===== src/rtl/ibex_regfile_dump_reader_pkg.sv =====
//------------------------------------------------------------------------------
// ibex_regfile_dump_reader_pkg: shared types for the register-file dump reader.
// Revision: 1.0
//------------------------------------------------------------------------------
`default_nettype none

package ibex_regfile_dump_reader_pkg;

    typedef enum logic [1:0] {
        REGDUMP_IDLE   = 2'd0,
        REGDUMP_FETCH  = 2'd1,
        REGDUMP_STREAM = 2'd2,
        REGDUMP_DONE   = 2'd3
    } regdump_state_e;

    // x0 is hardwired to zero, so a dump may begin past it.
    function automatic int unsigned regdump_first_idx(input bit skip_zero);
        return skip_zero ? 1 : 0;
    endfunction

endpackage

`default_nettype wire


===== src/rtl/ibex_regfile_dump_reader.sv =====
//------------------------------------------------------------------------------
// ibex_regfile_dump_reader: walks the register file through one async read
// port, streams (addr, data) beats over valid/ready and XORs them together.
// Revision: 1.0
//------------------------------------------------------------------------------
`default_nettype none

module ibex_regfile_dump_reader
    import ibex_regfile_dump_reader_pkg::*;
#(
    parameter int unsigned DataWidth  = 32,
    parameter int unsigned NumRegs    = 32,
    parameter bit          SkipZero   = 1'b1,
    localparam int unsigned ADDR_WIDTH = (NumRegs > 1) ? $clog2(NumRegs) : 1
) (
    input  logic                  clk_i,
    input  logic                  rst_ni,
    input  logic                  start_i,
    input  logic                  abort_i,
    output logic                  busy_o,
    output logic                  done_o,
    output logic [ADDR_WIDTH-1:0] raddr_o,
    input  logic [DataWidth-1:0]  rdata_i,
    output logic                  out_valid_o,
    input  logic                  out_ready_i,
    output logic [ADDR_WIDTH-1:0] out_addr_o,
    output logic [DataWidth-1:0]  out_data_o,
    output logic                  out_last_o,
    output logic [DataWidth-1:0]  checksum_o
);

    localparam logic [ADDR_WIDTH-1:0] LAST_IDX  = ADDR_WIDTH'(NumRegs - 1);
    localparam logic [ADDR_WIDTH-1:0] FIRST_IDX = ADDR_WIDTH'(regdump_first_idx(SkipZero));

    typedef struct packed {
        logic [ADDR_WIDTH-1:0] addr;
        logic [DataWidth-1:0]  data;
        logic                  last;
    } beat_t;

    regdump_state_e        state_q;
    regdump_state_e        state_d;
    logic [ADDR_WIDTH-1:0] idx_q;
    logic [ADDR_WIDTH-1:0] idx_next;
    beat_t                 beat_q;
    beat_t                 fetched;
    logic                  valid_q;
    logic [DataWidth-1:0]  checksum_q;
    logic                  handshake;
    logic                  load;
    logic                  begin_dump;
    logic                  fold;

    assign handshake = valid_q & out_ready_i;
    assign fetched   = '{addr: idx_q, data: rdata_i, last: (idx_q == LAST_IDX)};
    // Saturate so raddr_o never points past the last register.
    assign idx_next  = (idx_q == LAST_IDX) ? idx_q : idx_q + ADDR_WIDTH'(1);

    always_comb begin
        state_d    = state_q;
        load       = 1'b0;
        begin_dump = 1'b0;
        fold       = 1'b0;
        done_o     = 1'b0;
        unique case (state_q)
            REGDUMP_IDLE: begin
                if (start_i) begin
                    begin_dump = 1'b1;
                    state_d    = REGDUMP_FETCH;
                end
            end
            REGDUMP_FETCH: begin
                if (abort_i) begin
                    state_d = REGDUMP_IDLE;
                end else begin
                    load    = 1'b1;
                    state_d = REGDUMP_STREAM;
                end
            end
            REGDUMP_STREAM: begin
                // Abort wins over a handshake in the same cycle.
                if (abort_i) begin
                    state_d = REGDUMP_IDLE;
                end else if (handshake) begin
                    fold = 1'b1;
                    if (beat_q.last) begin
                        state_d = REGDUMP_DONE;
                    end else begin
                        load = 1'b1;
                    end
                end
            end
            REGDUMP_DONE: begin
                done_o  = ~abort_i;
                state_d = REGDUMP_IDLE;
            end
            default: state_d = REGDUMP_IDLE;
        endcase
    end

    always_ff @(posedge clk_i or negedge rst_ni) begin
        if (!rst_ni) begin
            state_q    <= REGDUMP_IDLE;
            idx_q      <= '0;
            beat_q     <= '0;
            valid_q    <= 1'b0;
            checksum_q <= '0;
        end else begin
            state_q <= state_d;
            valid_q <= (state_d == REGDUMP_STREAM);
            if (begin_dump) begin
                idx_q <= FIRST_IDX;
            end else if (load) begin
                idx_q <= idx_next;
            end
            if (load) begin
                beat_q <= fetched;
            end
            if (begin_dump) begin
                checksum_q <= '0;
            end else if (fold) begin
                checksum_q <= checksum_q ^ beat_q.data;
            end
        end
    end

    assign busy_o      = (state_q != REGDUMP_IDLE);
    assign raddr_o     = idx_q;
    assign out_valid_o = valid_q;
    assign out_addr_o  = beat_q.addr;
    assign out_data_o  = beat_q.data;
    assign out_last_o  = beat_q.last;
    assign checksum_o  = checksum_q;

    // A one-entry file with x0 skipped would have nothing to dump.
    cfg_legal_a: assert property (@(posedge clk_i) !((NumRegs == 1) && SkipZero));
    idx_range_a: assert property (@(posedge clk_i) disable iff (!rst_ni) idx_q <= LAST_IDX);

endmodule

`default_nettype wire

===== config.mk =====
export PLATFORM = sky130hd
export DESIGN_NAME = ibex_regfile_dump_reader
export DESIGN_NICKNAME = d
export VERILOG_FILES = /design/src/rtl/ibex_regfile_dump_reader_pkg.sv /design/src/rtl/ibex_regfile_dump_reader.sv
export SDC_FILE = /design/constraint.sdc
export NUM_CORES = 1
export LEC_CHECK = 0
export BUFFER_PORTS_ARGS = -buffer_cell sky130_fd_sc_hd__buf_4
export CORE_MARGIN = 4
export CORE_UTILIZATION = 30
export DETAILED_ROUTE_END_ITERATION = 8
export PLACE_DENSITY = 0.55
export SETUP_SLACK_MARGIN = 0.2
export SYNTH_ARGS = -nofsm -noshare
export SYNTH_HDL_FRONTEND = slang
export SYNTH_SLANG_ARGS = --single-unit

===== constraint.sdc =====
create_clock -name clk_i -period 5.25 [get_ports clk_i]
set_clock_uncertainty 0.05 [all_clocks]
set_input_delay 1.05 -clock clk_i [delete_from_list [all_inputs] [get_ports clk_i]]
set_output_delay 1.05 -clock clk_i [all_outputs]
set_load 0.05 [all_outputs]

Word-level counts from Yosys, hierarchy flattened
Cells that the tools add are included.
{"block": "word_totals", "word_cells": 44, "in_bits": 37, "ff_bits": 78}
{"block": "classes", "add_sub_neg": 1, "mux": 22, "n_eq_ne": 6, "bitwise_logic": 3, "reduce_logical": 5}
{"cell": "32-bit 2-to-1 mux", "n": 2}
{"cell": "32-bit XOR", "n": 1}
{"cell": "5-bit 2-to-1 mux", "n": 3}
{"cell": "1-bit 2-to-1 mux", "n": 10}
{"cell": "2-bit 2-to-1 mux", "n": 5}
{"cell": "2-bit case mux with 4 select lines", "n": 1}
{"cell": "2-bit == test, second input constant", "n": 3}
{"cell": "2-bit nonzero test", "n": 3}
{"cell": "5-bit by 1-bit adder with 5-bit output, second input constant", "n": 1}
{"cell": "5-bit == test, second input constant", "n": 1}
{"cell": "2-bit by 1-bit == test with 1-bit output, second input constant", "n": 1}
{"cell": "2-bit zero test", "n": 1}
{"cell": "2-bit by 1-bit inequality test with 1-bit output, second input constant", "n": 1}
{"cell": "1-bit case mux with 2 select lines", "n": 1}
{"cell": "2-bit AND reduction", "n": 1}
{"cell": "1-bit bitwise AND", "n": 1}
{"cell": "1-bit NOT", "n": 1}

Depth between registers and ports, before layout
{"block": "depth", "word_depth": 6, "ltp_mapped": 8, "mapped_depth_nobuf": 7}

Least setup slack after synthesis
OpenSTA, ideal clock, no wires.
{"block": "synth_path", "path_kind": "input-to-output", "start": "input abort_i", "end": "output done_o", "path_buffers": 0, "path_slack_ps": 2411, "arrival_ps": 1739, "stages": 1, "path_cell_list": "nor2b_1"}
{"block": "synth_between", "elab_chain_len": 2}
{"item": "start, declared", "line": "ibex_regfile_dump_reader.sv:19", "text": "input logic abort_i,"}
{"item": "1-bit NOT", "line": "ibex_regfile_dump_reader.sv:94", "text": "done_o = ~abort_i;"}
{"item": "1-bit 2-to-1 mux", "line": "ibex_regfile_dump_reader.sv:65", "text": "unique case (state_q)"}
{"item": "end, declared", "line": "ibex_regfile_dump_reader.sv:21", "text": "output logic done_o,"}
Every way passes these cells.

Worst setup path after layout
Ends and elaborated chain as after synthesis.

==> flow_summary.json <==
{
  "vias": 2302,
  "portBuffers": 114,
  "post_cts_buffers": 0,
  "crit_chain": "buf_4 > nor2b_1 > buf_4",
  "final_nets": 432,
  "hpwl_um": 5160,
  "die-area_um2": 13000,
  "ys_ff_latch": 78,
  "required_ps": 4150,
  "yosys_warnings": 0,
  "cts_sinks": 78,
  "instances_no_fill": 533,
  "drt-total-wl_um": 7510,
  "placementRows": 38,
  "clk_latency_ps": 340,
  "ant_nets": 0,
  "cp-end-kind": "primary output",
  "power_mw": 2.46,
  "outcome": "complete, no violations",
  "dp_cells": 517,
  "coreArea_um2": 10900,
  "tritoncts": "built",
  "grt_usage_pct": 12.0,
  "worst_pin_slew_ps": 999,
  "drc": 0,
  "ir_drop_v": 0.000250,
  "slew_viol_final": 0,
  "crit_slowest_cell": "buf_4",
  "post_drt_via_cell_ratio": 4.32,
  "crit_fanout": 5,
  "syn-cell-area_um2": 3370,
  "finalSetupTns_ps": 0,
  "synth_cell_type_count": 30,
  "syn2layout_area_growth_pct": 32.8,
  "post-route-period-util_pct": 49.3,
  "reg2reg_from": "state_q[0]",
  "grt-ovfl-total": 0,
  "grt_start_max_net_pins": 79,
  "initial_core_util_pct": 30.9,
  "finalWorstPathRequiredPeriod_ps": 2590,
  "drive_above_1_share_pct": 42.7,
  "cts_buffers": 9,
  "r2r_slack_ps": 2850,
  "drt_iter0_drc": 59,
  "ys_seq_area_share_pct": 58.0,
  "fmax_mhz": 386,
  "yosysTopAreaCellShare_pct": 58.0,
  "die_x_um": 114,
  "startpoint_type": "primary input",
  "min_to": "out_addr_o[3]",
  "netlist_top_cells_area": "dfrtp_1, mux2_2, xor2_1",
  "clock_tree.htree_level_count": 3,
  "root_buffer": "clkbuf_8",
  "rsz0062_at_grt": "false",
  "ctsResizeCount": 0,
  "startpoint": "abort_i",
  "clk_pin_slew_ps": 70,
  "hold_class": "register to register",
  "grt_pass1_vias": 2517,
  "fin_hold_ws_ps": 463,
  "synth_top_area_cell": "dfrtp_1",
  "final-setup-viol-count": 0,
  "drtPass1Iterations": 3,
  "gp_congestion": 0.782,
  "cpPeakStageDelay_ps": 200,
  "reg2reg_depth": 6,
  "io_pins": 115,
  "clock_path_buffers": 2,
  "antenna_found_initial": 0,
  "min_from": "out_addr_o[3]",
  "finalHoldViolCount": 0,
  "critical_path_arrival_ps": 1490,
  "n_antenna_cell": 0,
  "holdBufCountCts": 0,
  "avgSynthCellArea_um2": 12.2,
  "holdPathStages": 1,
  "p_per_area_nw_per_um2": 550,
  "wl_per_cell_um": 14.1,
  "drv_cap": 0,
  "cellLeakagePower_nw": 2.24,
  "synth_nets": 320,
  "die_height_um": 114,
  "final_core_utilization_pct": 41.0,
  "grt_pass1_wl_um": 12400,
  "cp_common_cell": "buf_4",
  "synth_cells": 276,
  "r2r-end": "out_addr_o[1]",
  "crit_type": "primary input to primary output",
  "relSlewSlack_pct": 33.4
}
## critical path, delay by kind of cell
kind                   cells  cell delay [ps]
buffers and inverters      2              320
and+or+nand+nor            1              110
## routing by layer
metal  track usage, %  vias to the layer above  share of wire (%)
met2             19.2                       66                 48
li1                 -                     1111                  -
met4             3.33                        0               0.63
met3             4.72                        4                7.6
met5                0                        -                  0
met1             15.2                     1121                 44
## worst max-delay path by stage
| stage | end | slack (ps) |
|---|---|---|
| detailed placement | out_data_o[4] | 2400 |
| global placement | out_addr_o[1] | 2440 |
| finish | done_o | 2660 |
| global route | done_o | 2630 |
| CTS | done_o | 2660 |
| floorplan | done_o | 2410 |
## Yosys cell counts (all sizes together)
library cell  count
nor2b             4
nor2             34
o21ai             6
mux2i             2
or3               1
ha                7
dfrtp            78
o211ai            3
buf              13
or4               1
and3              2
nand3             1
nand2            39
and2              1
inv               5
nor3b             1
clkbuf            3
and4b             2
a21oi             2
and2b             1
mux2             37
xor2             33
## sequential cells by signal, summed over array words and instances (netlist names)
register	flops
state_q	2
out_addr_o	5
out_valid_o	1
checksum_o	32
out_last_o	1
out_data_o	32
raddr_o	5
## logic make-up (layout without fill, tap and decap cells)
family                   count (synthesis)  in the layout  share of synthesized area (%)
buffers and inverters                   21            138                           4.05
AO/OA/AOI/OAI                           11             11                           2.60
XOR/XNOR                                33             33                           8.59
flip-flops                              78             78                           58.0
multiplexers                            39             39                           13.0
adder cells (fa/ha/maj)                  7              7                           2.60
AND/OR/NAND/NOR                         87             87                           11.2
## metrics by stage
stage | setup WS, ps | area (um2)
2_1_floorplan | 2410 | 3370
5_1_grt | 2630 | 4470
4_1_cts | 2660 | 4470
3_5_place_dp | 2400 | 4300
3_3_place_gp | 2440 | 4300
6_report | 2660 | 4470
## power breakdown
group	switching (mW)	internal, mW
combinational	0.788	0.396
sequential	0.127	0.757
clock	0.220	0.172
## cell type report
type	count	area [um2]
clock buffer	11	131
clock inverter	5	36.3
fill	1092	6420
inverter	5	18.8
multi-input combinational	177	1280
sequential	78	1950
tap	140	175
timing repair buffer	117	878
## cells in the final DEF (no fill, tap or decap), drive strengths merged
cell type / count
a21oi: 2
and2: 1
and2b: 1
and3: 2
and4b: 2
buf: 117
clkbuf: 11
clkinv: 2
clkinvlp: 3
dfrtp: 78
ha: 7
inv: 5
mux2: 37
mux2i: 2
nand2: 39
nand3: 1
nor2: 34
nor2b: 4
nor3b: 1
o211ai: 3
o21ai: 6
or3: 1
or4: 1
xor2: 33
Power figures use the tool's default switching activity.
